$ cat config.mk
export PLATFORM = sky130hd
export DESIGN_NAME = inst_queue
export DESIGN_NICKNAME = d
export VERILOG_FILES = /design/src/rtl/inst_queue.sv
export SDC_FILE = /design/constraint.sdc
export NUM_CORES = 2
export LEC_CHECK = 0
export CAP_MARGIN = 30
export CORE_ASPECT_RATIO = 1.1
export CORE_UTILIZATION = 50
export DETAILED_ROUTE_END_ITERATION = 7
export GPL_TIMING_DRIVEN = 1
export PLACE_DENSITY = 0.68
export SETUP_SLACK_MARGIN = 0.1
export SLEW_MARGIN = 20
export SYNTH_ARGS = -nofsm -noshare
export SYNTH_HDL_FRONTEND = slang
export SYNTH_SLANG_ARGS = --single-unit
$ cat constraint.sdc
create_clock -name clk -period 11.4 [get_ports clk]
set_clock_uncertainty 0.05 [all_clocks]
set_input_delay 2.28 -clock clk [delete_from_list [all_inputs] [get_ports clk]]
set_output_delay 2.28 -clock clk [all_outputs]
set_load 0.01 [all_outputs]
$ cat src/rtl/inst_queue.sv
// Dual-issue fetch->ID instruction FIFO, 1-cycle enqueue-to-visible latency, no empty bypass; in_ready
// drops when fewer than 2 slots are free, flush empties the queue. IQ_PERF_EN adds full/empty perf counters.
module inst_queue #(
  parameter int DEPTH   = 16,
  parameter int PC_W    = 64,
  parameter int INSTR_W = 32
) (
  input  logic                     clk,
  input  logic                     rst,
  input  logic [1:0]               in_valid,
  input  logic [2*PC_W-1:0]        in_pc,
  input  logic [2*INSTR_W-1:0]     in_instr,
  output logic                     in_ready,
  input  logic                     stall_id,
  input  logic                     flush_id,
  input  logic [1:0]               issue_num,
  output logic [1:0]               out_valid,
  output logic [2*PC_W-1:0]        out_pc,
  output logic [2*INSTR_W-1:0]     out_instr,
  output logic [$clog2(DEPTH):0]   count
`ifdef IQ_PERF_EN
  ,
  output logic [31:0]              perf_full_cycles,
  output logic [31:0]              perf_empty_cycles
`endif
);

  localparam int AW = $clog2(DEPTH);
  localparam int CW = AW + 1;

  logic [PC_W-1:0]    pc_q    [DEPTH];
  logic [INSTR_W-1:0] instr_q [DEPTH];

  logic [AW-1:0] head_q, head_d, tail_q, tail_d;
  logic [AW-1:0] head_p1, tail_p1;
  logic [CW-1:0] count_q, count_d;
  logic [1:0]    enq_num, deq_req, deq_num;

  assign head_p1  = head_q + AW'(1);
  assign tail_p1  = tail_q + AW'(1);
  // Ready looks only at registered occupancy, so there is no dequeue-to-ready path.
  assign in_ready = (count_q <= CW'(DEPTH - 2));

  always_comb begin
    enq_num = in_ready ? ({1'b0, in_valid[0]} + {1'b0, in_valid[1]}) : 2'd0;
    deq_req = stall_id ? 2'd0 : issue_num;
    deq_num = (CW'(deq_req) > count_q) ? count_q[1:0] : deq_req;
    head_d  = head_q + AW'(deq_num);
    tail_d  = tail_q + AW'(enq_num);
    count_d = count_q + CW'(enq_num) - CW'(deq_num);
    if (flush_id) begin
      head_d  = '0;
      tail_d  = '0;
      count_d = '0;
    end
  end

  always_ff @(posedge clk) begin
    if (rst) begin
      head_q  <= '0;
      tail_q  <= '0;
      count_q <= '0;
    end else begin
      head_q  <= head_d;
      tail_q  <= tail_d;
      count_q <= count_d;
    end
  end

  // Entry contents carry no reset; occupancy alone qualifies them.
  always_ff @(posedge clk) begin
    if (!rst && !flush_id) begin
      if (enq_num != 2'd0) begin
        pc_q[tail_q]    <= in_pc[0 +: PC_W];
        instr_q[tail_q] <= in_instr[0 +: INSTR_W];
      end
      if (enq_num == 2'd2) begin
        pc_q[tail_p1]    <= in_pc[PC_W +: PC_W];
        instr_q[tail_p1] <= in_instr[INSTR_W +: INSTR_W];
      end
    end
  end

  assign out_valid = {(count_q >= CW'(2)), (count_q != '0)};
  assign out_pc    = {pc_q[head_p1], pc_q[head_q]};
  assign out_instr = {instr_q[head_p1], instr_q[head_q]};
  assign count     = count_q;

  always @(posedge clk) begin
    if (!rst && !flush_id && !stall_id)
      assert (CW'(issue_num) <= count_q)
        else $warning("inst_queue: issue_num %0d exceeds occupancy %0d, clamped", issue_num, count_q);
  end

`ifdef IQ_PERF_EN
  logic [31:0] perf_full_q, perf_empty_q;

  always_ff @(posedge clk) begin
    if (rst) begin
      perf_full_q  <= '0;
      perf_empty_q <= '0;
    end else begin
      if (!in_ready && (in_valid != 2'b00) && (perf_full_q != '1))
        perf_full_q <= perf_full_q + 32'd1;
      if ((count_q == '0) && !flush_id && (perf_empty_q != '1))
        perf_empty_q <= perf_empty_q + 32'd1;
    end
  end

  assign perf_full_cycles  = perf_full_q;
  assign perf_empty_cycles = perf_empty_q;
`endif

endmodule

==> flow_metrics.tcl <==
set metrics [dict create \
    status "completed" \
    clock-sinks 1549 \
    p_per_area_nw_per_um2 158 \
    syn2layout_area_growth_pct 13.1 \
    r2r_start "count[4]" \
    synth_top_area_share_pct 51.6 \
    cts_hold_buf 0 \
    grt_pass1_vias 57800 \
    cts_tree "done" \
    ctsResizeCount 0 \
    regArea_sq_um 46400 \
    dr.first_iter.drc_count 6218 \
    dr.pass1.iters 6 \
    finalCritPeriodShare_pct 70.9 \
    vias 57300 \
    r2r_slack_ns 5.95 \
    wl_per_cell_microns 35.8 \
    syn_nets 5752 \
    post_cts_buffers 0 \
    drcViolationCount 0 \
    die-area_sq_um 180000 \
    fmax_mhz 124 \
    worst_setup_path_start_kind "flip-flop" \
    yosysWarnings 0 \
    crit_fanout 51 \
    worst_slew_pin_slew_ns 1.21 \
    htree_levels 4 \
    n_fill_cell 13900 \
    cts_buffers 174 \
    rows 162 \
    initial_core_util_pct 50.4 \
    hold_path.class "reg2reg" \
    core_sq_um 177000 \
    hold_viol 0 \
    yosys-top-cells-area "edfxtp_1 52%, mux2_2 19%, mux4_2 15%" \
    worstHoldPathCells 2 \
    setup_viol 0 \
    synth-edff-count 1536 \
    gr-total-overflow 0 \
    finalWirelength_microns 290000 \
    maxCapViolCount 0 \
    power.total_mw 15.9 \
    globalplace.congestion 0.813 \
    ys_seq_elements 1549 \
    cp.required_ns 9.07 \
    syn_avg_cell_area_sq_um 16.2 \
    io_buffers 399 \
    fin_crit_ns 8.08 \
    ys_seq_area_share_pct 51.9 \
    power.leakage_nw 31.4 \
    async_flop_share_pct 0 \
    yosysTopAreaCell "edfxtp_1" \
    drive_gt1_share_pct 44.2 \
    rsz0062_at_grt "no" \
    slew_headroom_pct 19.1 \
    end_kind "output pin" \
    avgViaCountPerCell 7.06 \
    io_pins 400 \
    grt_pass1_wl_microns 415000 \
    slew_viol_final 0 \
    reg2reg_to "pc_q[15][32]" \
    antenna_found_initial 45 \
    grt_usage_pct 31.9 \
    crit_type "reg2out" \
    reg2reg_depth 9 \
    clockBufferDepth 3 \
    cts_root_buf "clkbuf_16" \
    ant_nets 0 \
    endpoint "out_instr[35]" \
    yosysMostFrequentCell "edfxtp_1" \
    worstSkewPairLatency_ns 0.83 \
    synth-main-ff-cell "edfxtp_1" \
    syn_area_sq_um 89400 \
    grt_max_degree 162 \
    ir_drop_mv 0.168 \
    final.setup.tns_ns 0 \
    nNetsFinal 5805 \
    hpwl_microns 159000 \
    clk_pin_slew_ns 0.06 \
    multiInputGateArea_sq_um 40700 \
    startpoint "head_q[2]" \
    die_w_microns 405 \
    synth_cells 5530 \
    synthTopCellsByCount "1536 x edfxtp_1, 1529 x mux2_2, 576 x mux4_2, 448 x clkbuf_1, 385 x mux2i_1" \
    cp_data_arrival_time_ns 5.75 \
    ys_types 49 \
    die_y_microns 445 \
]
## placed cells by master, fill, tap and decap left out, types with 8 or more instances in the layout
cell type / count
buf_16: 12
clkbuf_1: 34
mux2_2: 1529
mux2i_1: 385
a22o_1: 95
clkdlybuf4s50_1: 399
a221o_1: 95
buf_12: 15
a22oi_1: 96
o21ai_0: 100
edfxtp_1: 1536
buf_4: 99
inv_6: 10
dfxtp_1: 9
diode_2: 17
o21ai_4: 13
inv_1: 18
clkinv_2: 23
nand2_1: 104
nand2_8: 8
clkinv_1: 34
mux4_2: 576
a221oi_1: 192
nor2_1: 15
clkinvlp_4: 10
ha_1: 17
clkbuf_16: 175
bufinv_16: 18
## state kept, by name, summed over array words and instances (netlist names)
signal,count
pc_q,1024
tail_q,4
instr_q,512
head_q,4
count,5
## logic make-up after synthesis
logic type      count (synthesis)  synth area share [%]
fa+ha+maj                      22                 0.342
buf+inv                       669                  3.02
simple gates                  174                 0.898
xor+xnor                        6                0.0588
flops                        1549                  51.9
mux                          2497                  38.2
compound gates                613                  5.59
## metal layers
layer,routed length [microns],track usage (%),vias to the layer above
li1,-,-,23100
met1,110000,41.9,30400
met2,142000,52.1,3075
met3,26600,6.52,624
met4,10600,12.4,52
met5,316,0,-
## worst min path at each step
stage,end,slack (ns),from
after floorplan,tail_q[0],0.51,tail_q[0]
after detailed placement,tail_q[3],0.57,tail_q[3]
after CTS,tail_q[3],0.59,tail_q[3]
after global placement,tail_q[3],0.57,tail_q[3]
after global routing,tail_q[3],0.63,tail_q[3]
final,tail_q[3],0.60,tail_q[3]
## cell type report
type                       instances  share of cell area, %
timing repair buffer             527                   5.33
multi-input combinational       3312                   40.2
clock buffer                     209                   4.46
clock inverter                    99                   1.02
inverter                          19                 0.0755
sequential                      1549                   45.9
antenna                           17                 0.0421
tap                             2378                   2.94
## power by group
part / total, mW / switching (mW) / internal, mW
Sequential: 6.39 / 0.0652 / 6.33
Clock: 5.63 / 2.41 / 3.22
Combinational: 3.92 / 1.87 / 2.05
## metrics by stage
| stage | setup WS, ns | hold WS, ns | util (%) | std cells | cell area (sq um) |
|---|---|---|---|---|---|
| 2_1_floorplan | 0.938 | 0.513 | - | 5530 | 89400 |
| 3_3_place_gp | 3.90 | 0.570 | 53.6 | 7765 | 95000 |
| 3_5_place_dp | 3.85 | 0.574 | 53.7 | 7775 | 95300 |
| 4_1_cts | 3.35 | 0.592 | 56.8 | 8083 | 101000 |
| 5_1_grt | 3.14 | 0.631 | 57.0 | 8104 | 101000 |
| 6_report | 3.32 | 0.598 | 57.0 | 8110 | 101000 |
## worst max-delay path: stages, from the launching register on
cell and delay [ns]:
dfxtp_4 0.50, buf_4 0.78, a41o_4 0.76, buf_4 0.69, buf_4 0.89, a22o_1 0.24
a221o_1 0.18, clkdlybuf4s50_1 0.73
(Power assumes the default switching activity.)
